## config.mk

```make
export PLATFORM = sky130hd
export DESIGN_NAME = trinity_mutation_sequencer_mc
export DESIGN_NICKNAME = d
export VERILOG_FILES = /design/src/rtl/trinity_pkg.sv /design/src/rtl/trinity_lfsr_trit.sv /design/src/rtl/trinity_mutation_sequencer_mc.sv
export SDC_FILE = /design/constraint.sdc
export NUM_CORES = 1
export LEC_CHECK = 0
export ABC_AREA = 1
export CAP_MARGIN = 10
export CORE_MARGIN = 3
export CORE_UTILIZATION = 49
export DETAILED_ROUTE_END_ITERATION = 16
export PLACE_DENSITY = 0.69
export SLEW_MARGIN = 20
export SYNTH_ARGS = -nofsm -noshare
export SYNTH_HDL_FRONTEND = slang
export SYNTH_HIERARCHICAL = 1
export SYNTH_SLANG_ARGS = --single-unit
```

## constraint.sdc

```tcl
create_clock -name clk -period 7.55 [get_ports clk]
set_clock_uncertainty 0.15 [all_clocks]
set_input_delay 0.755 -clock clk [delete_from_list [all_inputs] [get_ports clk]]
set_output_delay 0.755 -clock clk [all_outputs]
set_load 0.05 [all_outputs]
```

## src/rtl/trinity_pkg.sv

```systemverilog
// Shared definitions for the multi-channel ternary mutation sequencer:
// trit encodings, FSM states, LFSR taps and seed helpers.
package trinity_pkg;

    localparam logic [1:0] TRIT_ZERO = 2'b00;
    localparam logic [1:0] TRIT_POS  = 2'b01;
    localparam logic [1:0] TRIT_NEG  = 2'b10;

    typedef enum logic [1:0] {
        ST_IDLE = 2'd0,
        ST_LOAD = 2'd1,
        ST_RUN  = 2'd2
    } seq_state_t;

    // Right-shifting Galois form of x^32 + x^22 + x^2 + x + 1
    localparam logic [31:0] LFSR_TAPS   = 32'h8020_0003;
    localparam logic [31:0] SEED_SPREAD = 32'h9E37_79B9;

    // Per-channel seed; an all-zero LFSR would lock up, so map it to 1.
    function automatic logic [31:0] derive_seed(input logic [31:0] base, input int unsigned ch);
        logic [31:0] s;
        s = base ^ (ch * SEED_SPREAD);
        return (s == 32'd0) ? 32'd1 : s;
    endfunction

    function automatic logic [31:0] lfsr_advance(input logic [31:0] l);
        return (l >> 1) ^ (l[0] ? LFSR_TAPS : 32'd0);
    endfunction

    function automatic logic [15:0] sat_add16(input logic [15:0] a, input logic [4:0] b);
        logic [16:0] s;
        s = {1'b0, a} + {12'd0, b};
        return s[16] ? 16'hFFFF : s[15:0];
    endfunction

endpackage

```

## src/rtl/trinity_lfsr_trit.sv

```systemverilog
// One mutation channel: Galois LFSR with reseed/step control and a
// threshold compare that turns the next LFSR value into a trit.
module trinity_lfsr_trit
    import trinity_pkg::*;
#(
    parameter int unsigned   CH_IDX   = 0,
    parameter int            LFSR_W   = 32,
    parameter int            THRESH_W = 16,
    parameter logic [LFSR_W-1:0] DEF_SEED = 32'hACE1_1234
) (
    input  logic                clk,
    input  logic                rst,
    input  logic                load,
    input  logic                step,
    input  logic [LFSR_W-1:0]   seed_base,
    input  logic [THRESH_W-1:0] threshold,
    output logic [1:0]          trit_next
);

    logic [LFSR_W-1:0] lfsr_reg;
    logic [LFSR_W-1:0] lfsr_next;

    assign lfsr_next = lfsr_advance(lfsr_reg);

    always_ff @(posedge clk or posedge rst) begin
        if (rst) begin
            lfsr_reg <= derive_seed(DEF_SEED, CH_IDX);
        end else if (load) begin
            lfsr_reg <= derive_seed(seed_base, CH_IDX);
        end else if (step) begin
            lfsr_reg <= lfsr_next;
        end
    end

    // The trit is taken from the value the LFSR is about to hold, so the
    // registered word and the LFSR state move together.
    always_comb begin
        trit_next = TRIT_ZERO;
        if (lfsr_next[THRESH_W-1:0] < threshold) begin
            trit_next = lfsr_next[LFSR_W-1] ? TRIT_NEG : TRIT_POS;
        end
    end

endmodule

```

## src/rtl/trinity_mutation_sequencer_mc.sv

```systemverilog
// Multi-channel ternary mutation sequencer with a valid/ready output stream.
// Define TRINITY_SEQ_SIGN_STATS_EN to add the pos_count/neg_count outputs.
module trinity_mutation_sequencer_mc
    import trinity_pkg::*;
#(
    parameter int NUM_CH     = 4,
    parameter int LFSR_W     = 32,
    parameter int THRESH_W   = 16,
    parameter int DEF_THRESH = 2490,
    parameter logic [LFSR_W-1:0] DEF_SEED = 32'hACE1_1234
) (
    input  logic                  clk,
    input  logic                  rst,
    input  logic                  enable,
    input  logic                  cfg_load,
    input  logic [THRESH_W-1:0]   cfg_threshold,
    input  logic [LFSR_W-1:0]     cfg_seed,
    input  logic                  stat_clear,
    output logic                  out_valid,
    input  logic                  out_ready,
    output logic [2*NUM_CH-1:0]   mutation_trits,
    output logic [15:0]           mut_count,
    output logic                  busy
`ifdef TRINITY_SEQ_SIGN_STATS_EN
    ,
    output logic [15:0]           pos_count,
    output logic [15:0]           neg_count
`endif
);

    seq_state_t state_reg, state_next;
    logic load_now, run_now, step, handshake;

    logic [THRESH_W-1:0] thresh_reg;
    logic                out_valid_reg;
    logic [2*NUM_CH-1:0] trits_reg;
    logic [2*NUM_CH-1:0] word_next;
    logic [15:0]         mut_count_reg;
    logic [4:0]          pop_all;

    always_ff @(posedge clk or posedge rst) begin
        if (rst) begin
            state_reg <= ST_IDLE;
        end else begin
            state_reg <= state_next;
        end
    end

    always_comb begin
        state_next = state_reg;
        case (state_reg)
            ST_IDLE: begin
                if (cfg_load) begin
                    state_next = ST_LOAD;
                end else if (enable) begin
                    state_next = ST_RUN;
                end
            end
            ST_LOAD: state_next = enable ? ST_RUN : ST_IDLE;
            ST_RUN:  if (!enable) state_next = ST_IDLE;
            default: state_next = ST_IDLE;
        endcase
    end

    always_comb begin
        load_now = (state_reg == ST_LOAD);
        run_now  = (state_reg == ST_RUN);
        busy     = load_now || run_now;
    end

    assign handshake = out_valid_reg && out_ready;
    assign step      = run_now && (!out_valid_reg || out_ready);

    always_ff @(posedge clk or posedge rst) begin
        if (rst) begin
            thresh_reg <= THRESH_W'(DEF_THRESH);
        end else if (load_now) begin
            thresh_reg <= cfg_threshold;
        end
    end

    genvar gi;
    generate
        for (gi = 0; gi < NUM_CH; gi++) begin : g_ch
            trinity_lfsr_trit #(
                .CH_IDX   (gi),
                .LFSR_W   (LFSR_W),
                .THRESH_W (THRESH_W),
                .DEF_SEED (DEF_SEED)
            ) u_ch (
                .clk       (clk),
                .rst       (rst),
                .load      (load_now),
                .step      (step),
                .seed_base (cfg_seed),
                .threshold (thresh_reg),
                .trit_next (word_next[2*gi +: 2])
            );
        end
    endgenerate

    // A word generated while the previous one is accepted replaces it in
    // place; otherwise an accepted word simply retires the valid flag.
    always_ff @(posedge clk or posedge rst) begin
        if (rst) begin
            out_valid_reg <= 1'b0;
            trits_reg     <= '0;
        end else if (step) begin
            out_valid_reg <= 1'b1;
            trits_reg     <= word_next;
        end else if (handshake) begin
            out_valid_reg <= 1'b0;
        end
    end

    assign out_valid      = out_valid_reg;
    assign mutation_trits = trits_reg;

    always_comb begin
        pop_all = '0;
        for (int i = 0; i < NUM_CH; i++) begin
            pop_all = pop_all + {4'd0, (trits_reg[2*i +: 2] != TRIT_ZERO)};
        end
    end

    always_ff @(posedge clk or posedge rst) begin
        if (rst) begin
            mut_count_reg <= '0;
        end else if (stat_clear) begin
            mut_count_reg <= '0;
        end else if (handshake) begin
            mut_count_reg <= sat_add16(mut_count_reg, pop_all);
        end
    end

    assign mut_count = mut_count_reg;

`ifdef TRINITY_SEQ_SIGN_STATS_EN
    logic [4:0]  pop_pos, pop_neg;
    logic [15:0] pos_count_reg, neg_count_reg;

    always_comb begin
        pop_pos = '0;
        pop_neg = '0;
        for (int i = 0; i < NUM_CH; i++) begin
            pop_pos = pop_pos + {4'd0, (trits_reg[2*i +: 2] == TRIT_POS)};
            pop_neg = pop_neg + {4'd0, (trits_reg[2*i +: 2] == TRIT_NEG)};
        end
    end

    always_ff @(posedge clk or posedge rst) begin
        if (rst) begin
            pos_count_reg <= '0;
            neg_count_reg <= '0;
        end else if (stat_clear) begin
            pos_count_reg <= '0;
            neg_count_reg <= '0;
        end else if (handshake) begin
            pos_count_reg <= sat_add16(pos_count_reg, pop_pos);
            neg_count_reg <= sat_add16(neg_count_reg, pop_neg);
        end
    end

    assign pos_count = pos_count_reg;
    assign neg_count = neg_count_reg;
`endif

endmodule
```

Yosys cells after proc, flatten, opt, wreduce, memory -nomap -nowiden
Index checks and enable logic that the tools add are counted.
- flip-flop bits (word level): 171
- output and inout port bits: 26
- mux-type cells: 34
- reductions and logical operators: 18
- $lt $le $gt $ge: 4
- bitwise operators: 7
- add/subtract/negate cells: 4
- equality and inequality tests: 4
- operators by type and width (operator ; number):
    two-way mux 32 bit ; 16
    logical NOT 32 bit ; 4
    bitwise XOR 31 x 32 -> 32 bit ; 4
    less-than comparator 16 bit ; 4
    two-way mux 16 bit ; 3
    two-way mux 2 bit ; 12
    inverter 20 bit ; 1
    inverter 19 bit ; 1
    inverter 18 bit ; 1
    adder 16 x 4 -> 17 bit ; 1
    nonzero test 2 bit ; 7
    one-hot mux 2 bit (3 select lines) ; 1
    adder 3 x 1 -> 4 bit ; 1
    adder 2 x 1 -> 3 bit ; 1
    inequality test 3 bit (second input constant) ; 1
    adder 1 x 1 -> 2 bit ; 1
    equality test 2 x 1 -> 1 bit (second input constant) ; 1
    equality test 2 bit (second input constant) ; 1
    logical AND 1 bit ; 2
    logical NOT 2 bit ; 1
    logical OR 1 bit ; 2
    two-way mux 1 bit ; 2
    inequality test 2 bit (second input constant) ; 1
    AND reduction 2 bit ; 1
    logical NOT 1 bit ; 1

Logic depth before layout (Yosys ltp)
Gate-level depths: netlist of the first run.
- depth in word-level cells: 8
- gate-level depth with buffers: 15
- depth with buffers taken out: 14

Modules after synthesis
The synthesis of the first run kept the hierarchy.
- modules (own cells, without submodules) (module ; instances ; cells an instance ; area each (µm²)):
    trinity_mutation_sequencer_mc ; 1 ; 258 ; 2217.1
    trinity_lfsr_trit (g_ch[0].u_ch) ; 1 ; 269 ; 2006.9
    trinity_lfsr_trit (g_ch[1].u_ch) ; 1 ; 255 ; 2005.7
    trinity_lfsr_trit (g_ch[2].u_ch) ; 1 ; 253 ; 1998.2
    trinity_lfsr_trit (g_ch[3].u_ch) ; 1 ; 229 ; 1894.3

Least setup slack after synthesis of the first run
No wires, ideal clock.
- kind: flip-flop to flip-flop
- start: register mut_count_reg[0] (netlist: mut_count[0])
- end: register mut_count_reg[13] (netlist: mut_count[13])
- required time: 7.334 ns
- path slack: 4.610 ns
- cell stages (with the launch flop): 15
- arrival time: 2.724 ns
- library setup time: 0.066 ns
- cells stage by stage: dfrtp_1 -> inv_1 -> fa_1 -> fa_1 -> inv_1 -> fa_1 -> nand2_2 -> inv_2 -> nand3_4 -> nor2_4 -> nand2_4 -> buf_6 -> nand3_1 -> nand2_1 -> nand2_1
- word-level cells in the longest chain between the ends: 4
- RTL lines (element ; line ; RTL):
    start, declared ; trinity_mutation_sequencer_mc.sv:38 ; logic [15:0] mut_count_reg;
    start signal, assigned ; trinity_mutation_sequencer_mc.sv:132 ; mut_count_reg <= sat_add16(mut_count_reg, pop_all);
    adder 16 x 4 -> 17 bit ; trinity_pkg.sv:32 ; s = {1'b0, a} + {12'd0, b};
    two-way mux 16 bit ; trinity_pkg.sv:33 ; return s[16] ? 16'hFFFF : s[15:0];
    two-way mux 16 bit ; trinity_mutation_sequencer_mc.sv:131 ; end else if (handshake) begin
    two-way mux 16 bit ; trinity_mutation_sequencer_mc.sv:129 ; end else if (stat_clear) begin
Every way passes these cells. The select of a mux whose other input is x is not followed.
A chain may end at the register's enable or synchronous reset.

Worst setup path in the final report of the first run
- start: register state_reg[1]
- end: register g_ch[3].u_ch.lfsr_reg[1]
- elaborated cells on any way between the ends: 5
- those cells by class: eq/ne (2); mux (1); reduce/logical (2)
- RTL lines (element ; line ; RTL):
    start, declared ; trinity_mutation_sequencer_mc.sv:31 ; seq_state_t state_reg, state_next;
    start signal, assigned ; trinity_mutation_sequencer_mc.sv:45 ; state_reg <= state_next;
    equality test 2 x 1 -> 1 bit (*) ; trinity_mutation_sequencer_mc.sv:66 ; load_now = (state_reg == ST_LOAD);
    named net load_now ; trinity_mutation_sequencer_mc.sv:32 ; logic load_now, run_now, step, handshake;
    two-way mux 32 bit / nonzero test 2 bit (equally long branches) ; - ;
    end signal, assigned ; trinity_lfsr_trit.sv:27 ; lfsr_reg <= derive_seed(DEF_SEED, CH_IDX);
    end signal, assigned ; trinity_lfsr_trit.sv:29 ; lfsr_reg <= derive_seed(seed_base, CH_IDX);
    end signal, assigned ; trinity_lfsr_trit.sv:31 ; lfsr_reg <= lfsr_next;
    end, declared ; trinity_lfsr_trit.sv:20 ; logic [LFSR_W-1:0] lfsr_reg;
The timed path passes the listed nets; every way through them passes the cells marked *.

==> results of run 1 <==
[metal layers]
metal	up-vias	global-route usage
met2	360	0.440
met4	0	0.0778
met1	4354	0.362
met3	54	0.0457
li1	4288	-
met5	-	0
[cell usage after synthesis (2+ instances only)]
master    number  area share
nand2_1      219       0.081
nor2_1       204       0.076
inv_1        130       0.048
nor3_1       127       0.063
dfrtp_1       99        0.24
dfstp_2       72        0.19
ha_1          64       0.079
a21oi_1       57       0.028
a211oi_1      39       0.029
nand3_1       34       0.017
buf_2         31       0.015
o21ai_0       28       0.014
o22ai_1       25       0.015
nand4_1       17       0.011
inv_2         16      0.0059
mux2_2        16       0.018
clkbuf_1      11      0.0041
buf_4          8      0.0059
xor2_1         8      0.0069
buf_6          5      0.0056
nand2_2        5      0.0031
nor4_1         5      0.0031
o21ai_1        5      0.0025
o211ai_1       4      0.0030
xnor2_1        4      0.0035
fa_1           3      0.0059
nand3_2        3      0.0030
nor2_4         3      0.0033
o221a_2        3      0.0033
nand3b_1       2      0.0015
nor2_2         2      0.0012
[kinds of logic after synthesis]
| group | count (synthesis) |
|---|---|
| mux | 16 |
| fa+ha+maj | 67 |
| xor+xnor | 12 |
| compound gates | 170 |
| buf+inv | 203 |
| simple gates | 625 |
| flops | 171 |
[area by class of cell]
type                       instances  area [µm²]  area share
timing repair buffer              87         851      0.0729
multi-input combinational        890        4900       0.420
tap                              265         332      0.0284
sequential                       171        4370       0.375
clock inverter                    15         234      0.0201
clock buffer                      17         425      0.0365
inverter                         148         558      0.0478
[path summary, 6_finish.rpt]
check / slack, ps / endpoint / from / cells past startpoint
max reg2reg: 4530 / g_ch[3].u_ch/lfsr_reg[1]$_DFFE_PP1P_ / state_reg[1]$_DFFE_PP0P_ / 7
max: 4530 / g_ch[3].u_ch/lfsr_reg[1]$_DFFE_PP1P_ / state_reg[1]$_DFFE_PP0P_ / 7
min reg2reg: 330 / g_ch[3].u_ch/lfsr_reg[25]$_DFFE_PP1P_ / g_ch[3].u_ch/lfsr_reg[25]$_DFFE_PP1P_ / 2
min: 330 / g_ch[3].u_ch/lfsr_reg[25]$_DFFE_PP1P_ / g_ch[3].u_ch/lfsr_reg[25]$_DFFE_PP1P_ / 2
max in group asynchronous: 5830 / thresh_reg[15]$_DFFE_PP0P_ / rst / 2
min in group asynchronous: 700 / g_ch[1].u_ch/lfsr_reg[27]$_DFFE_PP0P_ / rst / 3
[per-stage QoR]
stage,power (mW),hold WS [ps],setup slack (ps),utilization,cell area (µm²)
2_1_floorplan,3.69,297,4610,-,10100
3_3_place_gp,4.25,312,4260,0.555,11000
3_5_place_dp,4.36,323,4260,0.555,11000
4_1_cts,5.38,335,4560,0.588,11700
5_1_grt,5.85,367,4270,0.588,11700
6_report,5.38,332,4530,0.588,11700
[report_power, final]
group / switching, mW / internal [mW] / leakage (nW)
Clock: 0.394 / 0.595 / 0.319
Combinational: 1.59 / 0.933 / 3.05
Sequential: 0.393 / 1.48 / 1.92
Total: 2.38 / 3.01 / 5.29
[worst max-delay path: stages, from the launching register on]
cell and delay, ps:
dfrtp_1 390, inv_1 120, ha_4 600, buf_4 630, nor2_4 160, inv_2 500
o22ai_1 180, a21oi_1 150
==> results_dict.tcl, run 1 <==
set metrics [dict create \
    async_flop_share 1.00 \
    tritoncts "yes" \
    yosysSeqAreaShare 0.432 \
    fmax_ghz 0.332 \
    dr.first_iter.drc_count 707 \
    cp-start-kind "flop" \
    pwr_density_cell_mw_per_mm2 462 \
    period_needed_ps 3020 \
    final_cells 1593 \
    grt_pass1_vias 8853 \
    cts.path.max_buffers 2 \
    place_hpwl_mm 19.3 \
    postRouteAntennaNets 0 \
    maxCapViolCount 0 \
    root_buffer "clkbuf_16" \
    largest_reg_flops 128 \
    wl_met2_mm 13.7 \
    post-route-period-util 0.399 \
    cp.arrival_ps 3230 \
    post_drt_wl_per_cell_um 18.1 \
    final_common_cell "nand2_1" \
    slew_violations 0 \
    overflow 0 \
    critPathKind "reg -> reg" \
    die_area_mm2 0.0224 \
    muxShareOfSynthArea 0.0178 \
    maxSlewHeadroom 0.287 \
    track_usage 0.266 \
    drt-total-wl_mm 28.8 \
    antenna_found_initial 0 \
    nets 1436 \
    worst_pin_slew_ps 1070 \
    dr.max_layer_used "met4" \
    rsz0062_at_grt "false" \
    syn-num-nets 1385 \
    dr.pass1.iters 6 \
    dp_cells 1561 \
    cts.sinks 171 \
    crit_fanout 60 \
    diodes 0 \
    netlist_area_mm2 0.0101 \
    place_congestion 0.832 \
    clk_latency_ps 430 \
    grt_pass1_wl_mm 46.9 \
    crit_required_ps 7760 \
    final_cell_mix "nand2_1 (219), nor2_1 (203), inv_1 (129)" \
    drive_gt1_frac 0.127 \
    synth_edf_count 0 \
    drc 0 \
    die_h_um 150 \
    ioPinCount 80 \
    hold_viol 0 \
    core_mm2 0.0198 \
    synth_top_family_by_area "simple AND/OR/NAND/NOR gates" \
    ys_ff_latch 171 \
    ctsHoldBuffers 0 \
    p_leak_nw 5.29 \
    portBuffers 79 \
    rows 51 \
    initial_utilization 0.510 \
    cts_setup_buffers 0 \
    cts.clk_slew.worst_paths_ps 70 \
    vias_per_cell 5.68 \
    die_w_um 150 \
    cts_buffers 17 \
    finalSetupTns_ps 0 \
    avgSynthCellArea_um2 8.01 \
    synth_ff_type "dfrtp_1" \
    end_kind "flop" \
    area_growth_pct 15.3 \
    synth-adder-area-share 0.0850 \
    fill_cells 1777 \
    synthXorXnorAreaFrac 0.0104 \
    yosysWarnings 6 \
    m1WireLength_mm 12.5 \
    ir_worst_vdd_mv 0.203 \
    cts_htree_levels 4 \
    grt_start_max_net_pins 65 \
    ys_types 46 \
    netlist_instances 1264 \
    setup_viol 0 \
    synth_compound_gate_area_share 0.103 \
    synthSimpleGateAreaFrac 0.266 \
    worstHoldPathType "reg -> reg" \
    met3_length_mm 1.95 \
    cts_resized 0 \
    vias 9056 \
    status "completed" \
]
(Power assumes the default switching activity.)
==> run 2: changes to the inputs <==
- PLACE_DENSITY: 0.69 -> 0.72
- clock period: 7.55 -> 2.7 ns (I/O delays scaled with it)
==> run 2 against run 1 <==
Fmax grew 11%. Combinational power grew to 3.0 times the previous value. Power grew to 2.8 times the previous value. Sequential power grew to 2.8 times the previous value. The run now ends with setup timing left. Flip-flop and latch count is the same. Sequential share of layout area shrank 0.97 points.
==> results_dict.tcl, run 2 (same netlist as run 1, synthesis figures left out) <==
set metrics [dict create \
    maxSlewHeadroom 0.568 \
    status "finished, violations left" \
    core_mm2 0.0198 \
    dr.first_iter.drc_count 732 \
    worst_pin_slew_ps 645 \
    cp_top_family "adder cells" \
    nets 1464 \
    critPathKind "reg -> reg" \
    post-route-period-util 1.01 \
    area_growth_pct 18.5 \
    path_common_cell "nand2_1" \
    clk_latency_ps 440 \
    setup_viol 2 \
    fmax_ghz 0.368 \
    worstHoldPathType "in -> async" \
    root_buffer "clkbuf_16" \
    end_kind "flop" \
    slowest_stage "dfrtp_2" \
    drc 0 \
    post_drt_wl_per_cell_um 18.0 \
    pre_cts_ws_ps 18.0 \
    p_leak_nw 5.45 \
    ioPinCount 80 \
    grt_pass1_vias 9031 \
    ctsHoldBuffers 0 \
    rows 51 \
    violations "setup timing" \
    cp_slowest_stage_delay_ps 430 \
    die_h_um 150 \
    cts.sinks 171 \
    place_congestion 0.840 \
    hold_viol 0 \
    cts_htree_levels 4 \
    crit_required_ps 2930 \
    vias 9211 \
    die_w_um 150 \
    cp-start-kind "flop" \
    die_area_mm2 0.0224 \
    antenna_found_initial 1 \
    place_hpwl_mm 20.1 \
    tritoncts "yes" \
    largest_reg_flops 128 \
    ir_worst_vdd_mv 0.525 \
    final_common_cell "nand2_1" \
    worst-path-buf-inv 3 \
    final_cell_mix "nand2_1 (219), nor2_1 (202), inv_1 (127), nor3_1 (127), dfrtp_1 (94)" \
    crit_chain "nor2_4, fa_1, fa_2, inv_2, fa_2, nand2_2, inv_4, nand3_4, nor2_4, buf_4, nand2_1, nand3_2, nand2_1, nand2_1" \
    vias_per_cell 5.68 \
    total_power_mw 15.3 \
    portBuffers 79 \
    track_usage 0.268 \
    drt-total-wl_mm 29.3 \
    drive_gt1_frac 0.156 \
    cts.clk_slew.worst_paths_ps 80 \
    cts.path.max_buffers 2 \
    period_needed_ps 2720 \
    pwr_density_cell_mw_per_mm2 1280 \
    dr.pass1.iters 5 \
    grt_pass1_wl_mm 47.2 \
    postRouteAntennaNets 0 \
    maxCapViolCount 0 \
    overflow 0 \
    grt_start_max_net_pins 42 \
    cp.arrival_ps 2950 \
    rsz0062_at_grt "true" \
    crit_fanout 6 \
    initial_utilization 0.510 \
    setup_slack_ps -17.7 \
    cts_buffers 17 \
    slew_violations 0 \
]
==> run 2: what timing repair did <==
| action | CTS | global route |
|---|---|---|
| setup endpoints to repair | 4 | 16 |
| resized for setup | 1 | 3 |
| cloned | 0 | 1 |
| setup buffers | 0 | 3 |
| pin swaps | 1 | 5 |
==> run 2: layout make-up <==
cell class	instances	area, µm²
clock inverters	14	180
fillers	1739	7850
multi-input cells	891	4950
clock buffers	18	439
diodes	1	2.50
inverters	148	561
well taps	265	332
flip-flops and latches	171	4380
repair buffers	114	1150
==> run 2: power by group <==
group / switching, mW / total (mW) / internal, mW
logic: 4.56 / 7.49 / 2.93
clock network: 1.11 / 2.61 / 1.50
registers: 1.07 / 5.20 / 4.13
total: 6.74 / 15.3 / 8.57
==> run 2: final timing paths <==
check | startpoint | endpoint | slack [ps] | cells past startpoint
setup / recovery | mutation_trits[5]$_DFFE_PP0P_ | mut_count[8]$_DFFE_PP0P_ | -20 | 14
hold / removal | rst | thresh_reg[14]$_DFFE_PP0P_ | 200 | 2
hold reg to reg | g_ch[3].u_ch/lfsr_reg[30]$_DFFE_PP1P_ | g_ch[3].u_ch/lfsr_reg[29]$_DFFE_PP1P_ | 340 | 2
min in group clk | cfg_threshold[11] | thresh_reg[11]$_DFFE_PP1P_ | 300 | 2
setup reg to reg | mutation_trits[5]$_DFFE_PP0P_ | mut_count[8]$_DFFE_PP0P_ | -20 | 14
max in group asynchronous | rst | thresh_reg[5]$_DFFE_PP1P_ | 1530 | 3
==> run 2: routing by layer <==
layer	up-vias	global-route usage	wire length, µm
met2	327	0.450	14300
li1	4359	-	-
met3	33	0.0488	1680
met1	4492	0.358	12800
met4	0	0.0787	459
met5	-	0	0
==> run 2: per-stage QoR <==
stage | hold WS, ps | utilization | instance area (µm²) | TNS [ps] | std cells
6_report | 204 | 0.604 | 12000 | -22.5 | 1622
5_1_grt | 236 | 0.604 | 12000 | -817 | 1622
4_1_cts | 204 | 0.602 | 11900 | 0 | 1617
3_5_place_dp | 322 | 0.570 | 11300 | 0 | 1585
3_3_place_gp | 317 | 0.570 | 11300 | 0 | 1585
2_1_floorplan | 172 | - | 10200 | -54.6 | 1264
==> run 3: changes to the inputs <==
- PLACE_DENSITY: 0.72 -> unset
- PLACE_DENSITY_LB_ADDON: unset -> 0.2
==> run 3 against run 2 <==
The flow still finishes with violations (setup timing). Via count is 2.0% lower. Final area grew 0.28%. Power is 2.0% lower. Count of clock-buffer cells in the layout rose by 2. Combinational power fell by 2%. Register-to-register slack worse by 30 ps. Final cell count is 0.37% higher. Wire length is 1.6% lower. Hold slack got worse by 18 ps. Core utilization grew 0.17 points. Die area stayed put.
==> results_dict.tcl, run 3 (same netlist as run 1, synthesis figures left out) <==
set metrics [dict create \
    status "finished, violations left" \
    violations "setup timing" \
    largest_reg_flops 128 \
    grt_pass1_vias 8778 \
    place_area_mm2 0.0113 \
    nets 1471 \
    worst-path-buf-inv 2 \
    drc 0 \
    crit_required_ps 2900 \
    p_leak_nw 5.49 \
    dp_cells 1588 \
    multi_input_area_mm2 0.00500 \
    cp-start-kind "flop" \
    setup_viol 12 \
    worst_pin_slew_ps 745 \
    switching_share 0.437 \
    maxCapViolCount 0 \
    critPathKind "reg -> reg" \
    final_cell_mix "nand2_1 (214), nor2_1 (202), inv_1 (127), nor3_1 (127), dfrtp_1 (94)" \
    worst_hold_slack_ps 186 \
    drive_gt1_frac 0.166 \
    dr.first_iter.drc_count 571 \
    crit_fanout 8 \
    fmax_ghz 0.364 \
    portBuffers 79 \
    setup_slack_ps -50.3 \
    comb_power_share 0.491 \
    track_usage 0.264 \
    place_hpwl_mm 20.5 \
    tritoncts "yes" \
    cts.sinks 171 \
    diodes 0 \
    pwr-share-seq 0.343 \
    cts_htree_levels 4 \
    fill_cells 1740 \
    overflow 0 \
    final_cells 1628 \
    dr.pass1.iters 5 \
    grt_start_max_net_pins 39 \
    rows 51 \
    root_buffer "clkbuf_16" \
    switchingPower_mw 6.56 \
    maxSlewHeadroom 0.501 \
    drt-total-wl_mm 28.8 \
    ioPinCount 80 \
    end_kind "flop" \
    slowest_stage "fa_1" \
    die_w_um 150 \
    vias 9023 \
    ctsHoldBuffers 0 \
    post_drt_wl_per_cell_um 17.7 \
    initial_utilization 0.510 \
    utilization 0.606 \
    seq_area_mm2 0.00438 \
    cts.path.max_buffers 2 \
    period_needed_ps 2750 \
    finalSetupTns_ps -351 \
    core_mm2 0.0198 \
    pwr_density_cell_mw_per_mm2 1250 \
    hold_viol 0 \
    vias_per_cell 5.54 \
    worstHoldPathType "in -> async" \
    rsz0062_at_grt "true" \
    cp_top_family "adder cells" \
    total_power_mw 15.0 \
    final_area_mm2 0.0120 \
    pre_cts_ws_ps 0.157 \
    post-route-period-util 1.02 \
    die_area_mm2 0.0224 \
    die_h_um 150 \
    antenna_found_initial 0 \
    cp_slowest_stage_delay_ps 440 \
    p_int_mw 8.44 \
    area_growth_pct 18.8 \
    cp.arrival_ps 2950 \
    place_congestion 0.831 \
    cts.clk_slew.worst_paths_ps 70 \
    cts_buffers 17 \
    power.share.clock 0.167 \
    postRouteAntennaNets 0 \
    clk_latency_ps 430 \
    final_common_cell "nand2_1" \
    slew_violations 0 \
    ir_worst_vdd_mv 0.741 \
    grt_pass1_wl_mm 46.5 \
    crit_chain "nor2_4, fa_1, fa_2, inv_2, fa_2, nand2_2, inv_2, nand3_4, nor2_4, nand2_8, nand3_2, nand2_1, o21ai_1" \
]
## run 3: changes by cell type in the layout (fill, tap and decap cells not counted), sizes merged
| cell | before | now |
|---|---|---|
| inv | 153 | 150 |
| diode | 1 | 0 |
| bufinv | 3 | 2 |
| clkbuf | 18 | 20 |
| buf | 35 | 42 |
| clkinvlp | 1 | 3 |
## run 3: power by group through the flow
| stage | Clock, mW | Sequential, mW | Combinational, mW |
|---|---|---|---|
| finish | 2.50 | 5.14 | 7.36 |
| global route | 2.65 | 5.30 | 8.37 |
| CTS | 2.55 | 5.13 | 7.35 |
| detailed placement | 0 | 5.17 | 7.29 |
| global placement | 0 | 5.13 | 7.01 |
| floorplan | 0 | 4.98 | 5.37 |
## run 3: timing repair
action	4_1_cts	5_1_grt
gates resized for setup	1	18
endpoints found under the setup margin	3	16
cloned	1	0
pin swaps	3	10
setup buffers	3	4
## run 3: cell type report
cell class / instances / area share
Multi-Input combinational cell: 891 / 0.415
Sequential cell: 171 / 0.364
Clock buffer: 20 / 0.0380
Inverter: 148 / 0.0464
Tap cell: 265 / 0.0276
Timing Repair Buffer: 121 / 0.0975
Clock inverter: 12 / 0.0113
## run 3: per-layer routing
layer | routed length [µm] | GRT usage
met1 | 12600 | 0.352
met2 | 13900 | 0.437
met3 | 1780 | 0.0569
met4 | 520 | 0.0750
met5 | 0 | 0
## run 3: worst paths after layout
kind,from,to,slack (ps),depth (start not counted)
setup reg to reg,mutation_trits[5]$_DFFE_PP0P_,mut_count[11]$_DFFE_PP0P_,-50,13
max in group asynchronous,rst,thresh_reg[11]$_DFFE_PP1P_,1570,3
setup / recovery,mutation_trits[5]$_DFFE_PP0P_,mut_count[11]$_DFFE_PP0P_,-50,13
hold / removal,rst,mut_count[7]$_DFFE_PP0P_,190,2
hold reg to reg,g_ch[3].u_ch/lfsr_reg[25]$_DFFE_PP1P_,g_ch[3].u_ch/lfsr_reg[25]$_DFFE_PP1P_,330,2
min in group clk,cfg_threshold[14],thresh_reg[14]$_DFFE_PP0P_,300,2
## run 3: worst register-to-register path: stages (launching register included)
cell and delay [ps]:
dfrtp_2 430, nor2_4 110, fa_1 440, fa_2 360, inv_2 80, fa_2 230, nand2_2 80, inv_2 100
nand3_4 90, nor2_4 250, nand2_8 120, nand3_2 80, nand2_1 50, o21ai_1 90
